==> src/rtl/uart_tx_serializer.sv <==
// 8N1/8N2 UART transmitter with valid/ready byte input and programmable baud divisor.
// Optional parity bit (8E1/8O1) when UART_TX_PARITY_EN is defined.
module uart_tx_serializer #(
    parameter int unsigned CLKS_PER_BIT = 868,
    parameter int unsigned STOP_BITS    = 1,
    parameter int unsigned PARITY_ODD   = 0
) (
    input  logic       clk,
    input  logic       rst,
    input  logic [7:0] tx_data,
    input  logic       tx_valid,
    output logic       tx_ready,
    output logic       txd,
    output logic       busy
);

    localparam int unsigned CW = (CLKS_PER_BIT > 1) ? $clog2(CLKS_PER_BIT) : 1;
    localparam logic [CW-1:0] BAUD_LAST = CW'(CLKS_PER_BIT - 1);
    localparam logic [2:0]    STOP_LAST = 3'(STOP_BITS - 1);

    typedef enum logic [2:0] {
        IDLE   = 3'd0,
        START  = 3'd1,
        DATA   = 3'd2,
        PARITY = 3'd3,
        STOP   = 3'd4
    } state_t;

    state_t        state;
    state_t        state_nxt;
    logic [CW-1:0] baud_cnt;
    logic [2:0]    bit_cnt;
    logic [7:0]    shreg;
    logic          bit_end;
    logic          accept;
`ifdef UART_TX_PARITY_EN
    logic          par_bit;
`endif

    assign bit_end = (baud_cnt == BAUD_LAST);
    assign accept  = tx_valid && (state == IDLE);

    always_ff @(posedge clk) begin
        if (rst) begin
            state <= IDLE;
        end else begin
            state <= state_nxt;
        end
    end

    always_comb begin
        state_nxt = state;
        case (state)
            IDLE:  if (tx_valid) state_nxt = START;
            START: if (bit_end) state_nxt = DATA;
`ifdef UART_TX_PARITY_EN
            DATA:   if (bit_end && bit_cnt == 3'd7) state_nxt = PARITY;
            PARITY: if (bit_end) state_nxt = STOP;
`else
            DATA:  if (bit_end && bit_cnt == 3'd7) state_nxt = STOP;
`endif
            STOP:  if (bit_end && bit_cnt == STOP_LAST) state_nxt = IDLE;
            default: state_nxt = IDLE;
        endcase
    end

    // Baud/bit counters and shift register; bit_cnt also counts stop bits.
    always_ff @(posedge clk) begin
        if (rst) begin
            baud_cnt <= '0;
            bit_cnt  <= '0;
            shreg    <= '0;
`ifdef UART_TX_PARITY_EN
            par_bit  <= 1'b0;
`endif
        end else if (accept) begin
            baud_cnt <= '0;
            bit_cnt  <= '0;
            shreg    <= tx_data;
`ifdef UART_TX_PARITY_EN
            par_bit  <= (^tx_data) ^ 1'(PARITY_ODD);
`endif
        end else if (state != IDLE) begin
            baud_cnt <= bit_end ? '0 : baud_cnt + CW'(1);
            if (bit_end && state == DATA) begin
                bit_cnt <= bit_cnt + 3'd1;
                shreg   <= {1'b0, shreg[7:1]};
            end
            if (bit_end && state == STOP) begin
                bit_cnt <= (bit_cnt == STOP_LAST) ? 3'd0 : bit_cnt + 3'd1;
            end
        end
    end

    always_comb begin
        txd      = 1'b1;
        busy     = (state != IDLE);
        tx_ready = (state == IDLE);
        case (state)
            START:   txd = 1'b0;
            DATA:    txd = shreg[0];
`ifdef UART_TX_PARITY_EN
            PARITY:  txd = par_bit;
`endif
            default: txd = 1'b1;
        endcase
    end

    always_ff @(posedge clk) begin
        if (!rst) begin
            assert (CLKS_PER_BIT >= 2 && (STOP_BITS == 1 || STOP_BITS == 2) && PARITY_ODD <= 1);
        end
    end

endmodule

==> config.mk <==
export PLATFORM = sky130hd
export DESIGN_NAME = uart_tx_serializer
export DESIGN_NICKNAME = d
export VERILOG_FILES = /design/src/rtl/uart_tx_serializer.sv
export SDC_FILE = /design/constraint.sdc
export NUM_CORES = 1
export LEC_CHECK = 0
export CORE_AREA = 2 2 51 53
export CTS_BUF_LIST = sky130_fd_sc_hd__clkbuf_8
export CTS_CLUSTER_SIZE = 40
export DETAILED_ROUTE_END_ITERATION = 10
export DIE_AREA = 0 0 53 55
export MAX_ROUTING_LAYER = met4
export PLACE_DENSITY_LB_ADDON = 0.2
export RECOVER_POWER = 50
export SLEW_MARGIN = 30
export SYNTH_ARGS = -nofsm -noshare
export SYNTH_HDL_FRONTEND = slang
export SYNTH_SLANG_ARGS = --single-unit
==> constraint.sdc <==
create_clock -name clk -period 1.81 [get_ports clk]
set_input_delay 0.181 -clock clk [delete_from_list [all_inputs] [get_ports clk]]
set_output_delay 0.181 -clock clk [all_outputs]
set_load 0.02 [all_outputs]
==> results.sh, run 1 <==
export IMPL_synth_area_top_cells="dfxtp_1 38%, nor2_1 5.9%, a311oi_1 5.5%, xnor2_1 4.9%, nand3_1 4.8%"
export IMPL_place_congestion=0.763
export IMPL_dp_slack_ps=120
export IMPL_insertion_delay_ps=260
export IMPL_die_x_um=53
export IMPL_synth_most_common_cell="dfxtp_1"
export IMPL_worst_setup_path_type="flip-flop to output pin"
export IMPL_syn_cell_area_sq_um=1260
export IMPL_fmax_ghz=0.567
export IMPL_cts_setup_buffers=0
export IMPL_r2r_slack_ps=90
export IMPL_hold_buffers=0
export IMPL_yosys_register_bits=24
export IMPL_vias=1072
export IMPL_holdWs_ps=486
export IMPL_grt_pass1_wl_um=4420
export IMPL_layout_cells_non_filler=193
export IMPL_initial_core_util=0.534
export IMPL_synth_largest_area_cell="dfxtp_1"
export IMPL_routed_via_density=5.55
export IMPL_finClkSkew_ps=2.75
export IMPL_critical_path_endpoint_type="output pin"
export IMPL_n_antenna_cell=0
export IMPL_p_total_mw=1.05
export IMPL_arrival_ps=1580
export IMPL_drtPass1Iterations=4
export IMPL_drc=0
export IMPL_drt_iter0_drc=17
export IMPL_antenna_found_initial=0
export IMPL_totalWireLength_um=2700
export IMPL_h_tree_depth=1
export IMPL_nets=179
export IMPL_cp_start_kind="flip-flop"
export IMPL_cts_tree="built"
export IMPL_wl_per_cell_um=14.0
export IMPL_grt_total_usage=0.215
export IMPL_vdd_drop_max_mv=0.672
export IMPL_num_rows=18
export IMPL_min_period_over_period=0.975
export IMPL_max_cap_violations=0
export IMPL_yosys_most_used_dff="dfxtp_1"
export IMPL_synth_top_area_share=0.380
export IMPL_min_period_ps=1760
export IMPL_rsz0062_at_grt="no"
export IMPL_placed_cells=189
export IMPL_final_layout_size_suffix_gt1_frac=0.147
export IMPL_grt_overflow=0
export IMPL_synth_commonest_cells="24 x dfxtp_1, 20 x nor2_1, 16 x nand2_1"
export IMPL_fin_setup_tns_ps=0
export IMPL_clock_path_buffers=2
export IMPL_cp_data_required_time_ps=1630
export IMPL_slew_limit_headroom=0.647
export IMPL_final_area_sq_um=1510
export IMPL_seq_area_frac_synth=0.380
export IMPL_async_reset_ff_frac=0
export IMPL_postRouteAntennaNets=0
export IMPL_hold_path_class="flip-flop to flip-flop"
export IMPL_io_buffers=13
export IMPL_fillCellCount=231
export IMPL_yosys_warnings=0
export IMPL_cts_root_buf="clkbuf_8"
export IMPL_setup_viol=0
export IMPL_tightest_slew_ps=528
export IMPL_core_area_sq_um=2360
export IMPL_clk_pin_slew_worst_paths_ps=80
export IMPL_synthCells=146
export IMPL_placed_area_sq_um=1440
export IMPL_io_pins=14
export IMPL_grt_pass1_vias=1007
export IMPL_syn2layout_area_growth_pct=19.4
export IMPL_fp_dieH_um=55
export IMPL_hold_violations=0
export IMPL_power_per_cell_area_nw_per_um2=696
export IMPL_cellLeakagePower_nw=0.511
export IMPL_setup_ws_ps=45.5
export IMPL_yosysUniqueCellTypes=38
export IMPL_cts_num_sinks=24
export IMPL_die_area_sq_um=2920
export IMPL_worstPathMaxFanout=6
export IMPL_grt_max_degree=17
export IMPL_cts_inserted_buffers=3
export IMPL_dp_hpwl_um=1920
export IMPL_drv_slew=0
export IMPL_synth_edf_count=0
export IMPL_status="finished, final reports clean"
export IMPL_post_route_util=0.638
export IMPL_syn_avg_cell_area_sq_um=8.66
export IMPL_syn_nets=161
## critical path, stage by stage, from the launching register on
cell             delay, ps
dfxtp_1                330
or3_4                  440
clkdlybuf4s50_1        560
## layout make-up
cell class	instances	area, sq um	area share
well taps	30	37.5	0.0249
clock buffers	4	55.1	0.0365
flip-flops and latches	24	480	0.318
repair buffers	20	180	0.119
inverters	3	13.8	0.00912
multi-input cells	112	742	0.492
## state kept, by name, indices dropped and copies added (netlist names)
| name | cells |
|---|---|
| bit_cnt | 3 |
| state | 3 |
| baud_cnt | 10 |
| shreg | 8 |
## path summary, 6_finish.rpt
check,from,to,cells past startpoint
hold reg to reg,shreg[4]$_SDFFE_PP0P_,shreg[4]$_SDFFE_PP0P_,2
setup reg to reg,baud_cnt[0]$_SDFFE_PP0N_,shreg[6]$_SDFFE_PP0P_,5
hold / removal,shreg[4]$_SDFFE_PP0P_,shreg[4]$_SDFFE_PP0P_,2
setup / recovery,state[2]$_SDFFE_PP0P_,busy,2
## power breakdown
group | switching, mW | internal [mW] | leakage (nW) | total, mW
Sequential | 0.0107 | 0.547 | 0.196 | 0.558
Combinational | 0.0710 | 0.0630 | 0.287 | 0.134
Clock | 0.165 | 0.194 | 0.0288 | 0.359
## logic make-up (layout without fill, tap and decap cells)
group,Yosys count,in the layout,synth area share
AO/OA/AOI/OAI,24,24,0.143
XOR/XNOR,10,10,0.0693
adder cells (fa/ha/maj),4,4,0.0396
buffers and inverters,10,27,0.0475
flip-flops,24,24,0.380
AND/OR/NAND/NOR,74,74,0.321
## per-layer routing
metal / vias up / track usage / share of wire
met1: 495 / 0.275 / 0.50
li1: 556 / - / -
met3: 4 / 0.0323 / 0.024
met4: 0 / 0.0940 / 0.012
met2: 17 / 0.340 / 0.46
met5: - / - / 0
## repair_timing
| item | CTS | global route |
|---|---|---|
| endpoints found under the setup margin | 3 | 11 |
| pin swaps | 0 | 1 |
| resized for setup | 3 | 2 |
## layout by cell type (no fill, tap or decap), types with 2 or more instances in the layout
cell type / n
buf_4: 7
dlygate4sd2_1: 2
nor4b_2: 2
a311oi_1: 7
nor3_1: 2
clkbuf_8: 4
nand4_1: 3
xor2_1: 3
inv_1: 2
clkdlybuf4s50_1: 11
o21ai_0: 3
nand2_1: 16
nand3_1: 12
xnor2_1: 7
nand2b_1: 4
nor3b_2: 2
nor2_1: 20
ha_1: 4
dfxtp_1: 24
a21oi_1: 5
nor2b_1: 4
Note: power is estimated with default switching activity, not from simulation.
==> inputs of run 2 (changes only) <==
==> constraint.sdc (replaced) <==
create_clock -name clk -period 1.86 [get_ports clk]
set_input_delay 0.186 -clock clk [delete_from_list [all_inputs] [get_ports clk]]
set_output_delay 0.186 -clock clk [all_outputs]
set_load 0.02 [all_outputs]
==> run 2 against run 1 <==
  * Utilization fell by 0.37 points
  * Sequential power is 3% lower
  * Combinational power decreased by 7%
  * Worst setup slack improved by 51 ps
  * Clock power increased by 1%
  * Clock skew shrank 0.88 ps
  * Routed wire length is 0.74% higher
  * Via count increased by 2.6%
  * Critical endpoint unchanged
  * Die area unchanged
  * Cell count stayed put
  * First-iteration DRC count rose by 41%
  * Sequential share of layout area grew 0.19 points
==> results.sh, run 2 (synthesis gave the netlist of run 1 again) <==
export IMPL_drv_slew=0
export IMPL_hold_end="shreg[7]$_SDFFE_PP0P_"
export IMPL_tightest_slew_ps=479
export IMPL_nets=179
export IMPL_r2r_end="state[1]$_SDFFE_PP0P_"
export IMPL_worst_r2r_cell_count=5
export IMPL_syn2layout_area_growth_pct=18.7
export IMPL_h_tree_depth=1
export IMPL_initial_core_util=0.534
export IMPL_routed_via_density=5.70
export IMPL_regToRegStartpoint="baud_cnt[0]$_SDFFE_PP0N_"
export IMPL_clock_path_buffers=2
export IMPL_worstPathMaxFanout=6
export IMPL_placed_area_sq_um=1440
export IMPL_final_area_sq_um=1500
export IMPL_dp_slack_ps=164
export IMPL_drt_iter0_drc=24
export IMPL_cts_tree="built"
export IMPL_hold_start="tx_data[7]"
export IMPL_totalWireLength_um=2720
export IMPL_holdWs_ps=460
export IMPL_fp_dieH_um=55
export IMPL_vias=1100
export IMPL_dp_hpwl_um=1940
export IMPL_drc=0
export IMPL_cp_start_kind="flip-flop"
export IMPL_n_antenna_cell=0
export IMPL_cp_data_required_time_ps=1670
export IMPL_reg_top3="baud_cnt x10, shreg x8"
export IMPL_rsz0062_at_grt="no"
export IMPL_place_congestion=0.765
export IMPL_r2r_slack_ps=170
export IMPL_setup_viol=0
export IMPL_arrival_ps=1580
export IMPL_wl_per_cell_um=14.1
export IMPL_grt_pass1_vias=1018
export IMPL_cellLeakagePower_nw=0.512
export IMPL_setup_ws_ps=96.7
export IMPL_critPathMaxStageDelay_ps=560
export IMPL_fillCellCount=206
export IMPL_io_buffers=13
export IMPL_hold_buffers=0
export IMPL_grt_overflow=0
export IMPL_core_area_sq_um=2360
export IMPL_fin_setup_tns_ps=0
export IMPL_regMostFlops="baud_cnt"
export IMPL_min_period_over_period=0.948
export IMPL_die_area_sq_um=2920
export IMPL_drtPass1Iterations=4
export IMPL_slew_limit_headroom=0.680
export IMPL_postRouteAntennaNets=0
export IMPL_io_pins=14
export IMPL_path_cells="or3_4, clkdlybuf4s50_1"
export IMPL_status="finished, final reports clean"
export IMPL_grt_max_degree=17
export IMPL_clk_pin_slew_worst_paths_ps=80
export IMPL_cts_root_buf="clkbuf_8"
export IMPL_worst_setup_path_type="flip-flop to output pin"
export IMPL_antenna_found_initial=0
export IMPL_hold_path_class="input pin to flip-flop"
export IMPL_critical_path_endpoint_type="output pin"
export IMPL_cts_num_sinks=24
export IMPL_layout_commonest_cell="dfxtp_1"
export IMPL_cts_inserted_buffers=3
export IMPL_insertion_delay_ps=270
export IMPL_placed_cells=189
export IMPL_die_x_um=53
export IMPL_crit_family="buffers and inverters"
export IMPL_power_per_cell_area_nw_per_um2=688
export IMPL_num_rows=18
export IMPL_largest_reg_flops=10
export IMPL_finClkSkew_ps=1.87
export IMPL_vdd_drop_max_mv=0.451
export IMPL_final_layout_size_suffix_gt1_frac=0.135
export IMPL_final_cell_mix="24 x dfxtp_1, 20 x nor2_1, 16 x nand2_1, 12 x nand3_1, 11 x clkdlybuf4s50_1"
export IMPL_grt_pass1_wl_um=4570
export IMPL_hold_depth=3
export IMPL_max_cap_violations=0
export IMPL_layout_cells_non_filler=193
export IMPL_fmax_ghz=0.567
export IMPL_path_buf_inv=1
export IMPL_min_period_ps=1760
export IMPL_hold_violations=0
export IMPL_grt_total_usage=0.225
export IMPL_crit_slowest_cell="clkdlybuf4s50_1"
-- run 2: cell count changes in the layout (fill, tap and decap cells not counted) --
cell | before | now
a311oi_2 | 1 | 0
and4bb_2 | 1 | 0
a311oi_1 | 7 | 8
and4bb_1 | 0 | 1
buf_4 | 7 | 6
clkbuf_2 | 0 | 1
-- run 2: worst max path at each step --
stage          cells past startpoint                        to                     start  slack, ps
6_report                           2                      busy     state[2]$_SDFFE_PP0P_        100
5_1_grt                            5                       txd     state[0]$_SDFFE_PP0P_         40
4_1_cts                            2                      busy     state[2]$_SDFFE_PP0P_         90
3_5_place_dp                       5  baud_cnt[8]$_SDFFE_PP0N_  baud_cnt[0]$_SDFFE_PP0N_        160
3_3_place_gp                       3                  tx_ready     state[2]$_SDFFE_PP0P_        220
2_1_floorplan                      6     shreg[0]$_SDFFE_PP0P_  baud_cnt[0]$_SDFFE_PP0N_        350
-- run 2: repair_timing --
| action | CTS | global route |
|---|---|---|
| buffers inserted | 0 | 0 |
| resized for setup | 3 | 1 |
| hold endpoints to repair | 0 | 0 |
| endpoints found under the setup margin | 3 | 9 |
-- run 2: final cells by class --
cell class                 instances  area, sq um  area share
clock buffer                       4         55.1      0.0367
inverter                           3         13.8     0.00917
multi-input combinational        112          736       0.490
sequential                        24          480       0.320
tap                               30         37.5      0.0250
timing repair buffer              20          178       0.118
-- run 2: tightest hold or removal path: stages --
cell             delay, ps
clkdlybuf4s50_1        390
nand2_1                 60
a21oi_1                 50
-- run 2: per-stage QoR --
| stage | utilization | power (mW) |
|---|---|---|
| after floorplan | - | 0.627 |
| after global placement | 0.608 | 0.677 |
| after detailed placement | 0.608 | 0.679 |
| after CTS | 0.632 | 1.04 |
| after global routing | 0.634 | 1.07 |
| final | 0.634 | 1.03 |
-- run 2: where the power goes --
part	internal (mW)	switching (mW)	leakage [nW]
clock	0.190	0.174	0.0288
sequential	0.532	0.0100	0.196
combinational	0.0592	0.0662	0.288
-- run 2: routing by layer --
| layer | GRT usage | routed length (um) | up-vias | share of wire |
|---|---|---|---|---|
| li1 | - | - | 555 | - |
| met5 | - | 0 | - | 0 |
| met2 | 0.350 | 1270 | 24 | 0.47 |
| met4 | 0.124 | 76 | 0 | 0.028 |
| met1 | 0.283 | 1290 | 512 | 0.48 |
| met3 | 0.0349 | 82 | 9 | 0.030 |
==> inputs of run 3 (changes only) <==
--- a/config.mk
+++ b/config.mk
@@ -5,11 +5,11 @@
 export SDC_FILE = /design/constraint.sdc
 export NUM_CORES = 1
 export LEC_CHECK = 0
-export CORE_AREA = 2 2 51 53
+export CORE_AREA = 2 2 56 58
 export CTS_BUF_LIST = sky130_fd_sc_hd__clkbuf_8
 export CTS_CLUSTER_SIZE = 40
 export DETAILED_ROUTE_END_ITERATION = 10
-export DIE_AREA = 0 0 53 55
+export DIE_AREA = 0 0 58 60
 export MAX_ROUTING_LAYER = met4
 export PLACE_DENSITY_LB_ADDON = 0.2
 export RECOVER_POWER = 50
==> run 3 against run 2 <==
  * Count of clock-buffer cells in the layout down 1
  * First-iteration DRC count up 75%
  * Die area up 19%
  * Sequential share of layout area down 0.34 points
  * Critical path depth unchanged
  * Worst setup slack worse by 13 ps
  * Utilization down 11 points
  * Global-route usage down 4.9 points
  * Register-to-register slack worse by 20 ps
  * Largest cell class unchanged
  * Highest routed layer unchanged
==> results.sh, run 3 (synthesis gave the netlist of run 1 again) <==
export IMPL_status="finished, final reports clean"
export IMPL_clk_pin_slew_worst_paths_ps=90
export IMPL_wl_per_cell_um=14.0
export IMPL_grt_max_degree=17
export IMPL_seq_power_share=0.478
export IMPL_largest_reg_flops=10
export IMPL_postRouteAntennaNets=0
export IMPL_slew_limit_headroom=0.671
export IMPL_vias=1099
export IMPL_rsz0062_at_grt="no"
export IMPL_tightest_slew_ps=493
export IMPL_grt_total_usage=0.176
export IMPL_setup_viol=0
export IMPL_dp_hpwl_um=1980
export IMPL_drt_iter0_drc=42
export IMPL_antenna_found_initial=0
export IMPL_n_antenna_cell=0
export IMPL_min_period_ps=1780
export IMPL_initial_core_util=0.435
export IMPL_vdd_drop_max_mv=0.429
export IMPL_die_x_um=58
export IMPL_clock_path_buffers=2
export IMPL_num_rows=20
export IMPL_drv_slew=0
export IMPL_reg_top3="baud_cnt x10, shreg x8"
export IMPL_max_cap_violations=0
export IMPL_r2r_slack_ps=150
export IMPL_power_frac_comb=0.112
export IMPL_grt_pass1_wl_um=4620
export IMPL_p_sw_frac=0.224
export IMPL_hold_violations=0
export IMPL_cp_start_kind="flip-flop"
export IMPL_drtPass1Iterations=4
export IMPL_insertion_delay_ps=270
export IMPL_die_area_sq_um=3480
export IMPL_regMostFlops="baud_cnt"
export IMPL_place_congestion=0.750
export IMPL_finClkSkew_ps=9.82
export IMPL_fin_setup_tns_ps=0
export IMPL_core_area_sq_um=2900
export IMPL_h_tree_depth=1
export IMPL_p_int_uw=881
export IMPL_cp_data_required_time_ps=1670
export IMPL_dp_slack_ps=155
export IMPL_io_pins=14
export IMPL_arrival_ps=1590
export IMPL_hold_path_class="flip-flop to flip-flop"
export IMPL_worstPathMaxFanout=6
export IMPL_fmax_ghz=0.563
export IMPL_io_buffers=13
export IMPL_cts_num_sinks=24
export IMPL_totalWireLength_um=2740
export IMPL_power_switching_uw=254
export IMPL_final_cell_mix="24 x dfxtp_1, 20 x nor2_1, 16 x nand2_1, 12 x nand3_1, 11 x clkdlybuf4s50_1"
export IMPL_drc=0
export IMPL_worst_setup_path_type="flip-flop to output pin"
export IMPL_cts_tree="built"
export IMPL_min_period_over_period=0.955
export IMPL_nets=179
export IMPL_pwr_share_clk=0.410
export IMPL_power_per_cell_area_nw_per_um2=748
export IMPL_cellLeakagePower_nw=0.523
export IMPL_grt_pass1_vias=1062
export IMPL_layout_commonest_cell="dfxtp_1"
export IMPL_routed_via_density=5.61
export IMPL_setup_ws_ps=83.7
export IMPL_grt_overflow=0
export IMPL_final_layout_size_suffix_gt1_frac=0.135
export IMPL_cts_root_buf="clkbuf_8"
export IMPL_critical_path_endpoint_type="output pin"
export IMPL_cts_inserted_buffers=3
export IMPL_fp_dieH_um=60
export IMPL_syn2layout_area_growth_pct=20.0
[run 3: changes by cell type in the layout (fill, tap and decap cells not counted), sizes merged]
cell,delta
clkbuf,-1
dlygate4sd2,-1
bufinv,+1
dlymetal6s2s,+1
[run 3: what timing repair did]
item                       CTS  global route
gates resized for setup      2             1
setup endpoints to repair    2             1
buffers inserted             0             0
hold buffers                 0             0
[run 3: final cells by class]
cell class	count	area (sq um)
fillers	288	1390
multi-input cells	112	728
flip-flops and latches	24	480
repair buffers	20	181
clock buffers	3	41.3
well taps	33	41.3
clock inverters	1	30.0
inverters	3	13.8
[run 3: path summary, 6_finish.rpt]
kind / startpoint / endpoint / depth (start not counted)
worst max-delay path: state[2]$_SDFFE_PP0P_ / busy / 2
worst min-delay path: shreg[1]$_SDFFE_PP0P_ / shreg[1]$_SDFFE_PP0P_ / 2
worst max register to register: baud_cnt[0]$_SDFFE_PP0N_ / baud_cnt[5]$_SDFFE_PP0N_ / 5
worst min register to register: shreg[1]$_SDFFE_PP0P_ / shreg[1]$_SDFFE_PP0P_ / 2
[run 3: stage by stage]
| step | power, mW | hold slack [ps] | util | cell area, sq um | instances |
|---|---|---|---|---|---|
| after floorplan | 0.627 | 291 | - | 1260 | 146 |
| after global placement | 0.679 | 464 | 0.497 | 1440 | 192 |
| after detailed placement | 0.681 | 469 | 0.497 | 1440 | 192 |
| after CTS | 1.14 | 486 | 0.522 | 1520 | 196 |
| after global routing | 1.18 | 507 | 0.522 | 1520 | 196 |
| final | 1.13 | 483 | 0.522 | 1520 | 196 |
[run 3: critical path, stage by stage (launching register included)]
cell	delay (ps)
dfxtp_1	320
or3_4	440
clkdlybuf4s50_1	560
[run 3: layer usage]
| metal | wire, um | global-route usage | share of wire | vias to the layer above |
|---|---|---|---|---|
| met1 | 1270 | 0.216 | 0.46 | 509 |
| met2 | 1310 | 0.292 | 0.48 | 26 |
| met4 | 34 | 0.0664 | 0.012 | 0 |
| met3 | 126 | 0.0260 | 0.046 | 5 |
| met5 | 0 | - | 0 | - |
| li1 | - | - | - | 559 |
[run 3: power by group through the flow]
stage               Combinational [mW]  Sequential (mW)  Clock (mW)
floorplan                       0.0760            0.551           0
global placement                 0.125            0.554           0
detailed placement               0.127            0.554           0
CTS                              0.129            0.542       0.468
global route                     0.140            0.545       0.490
finish                           0.127            0.543       0.465
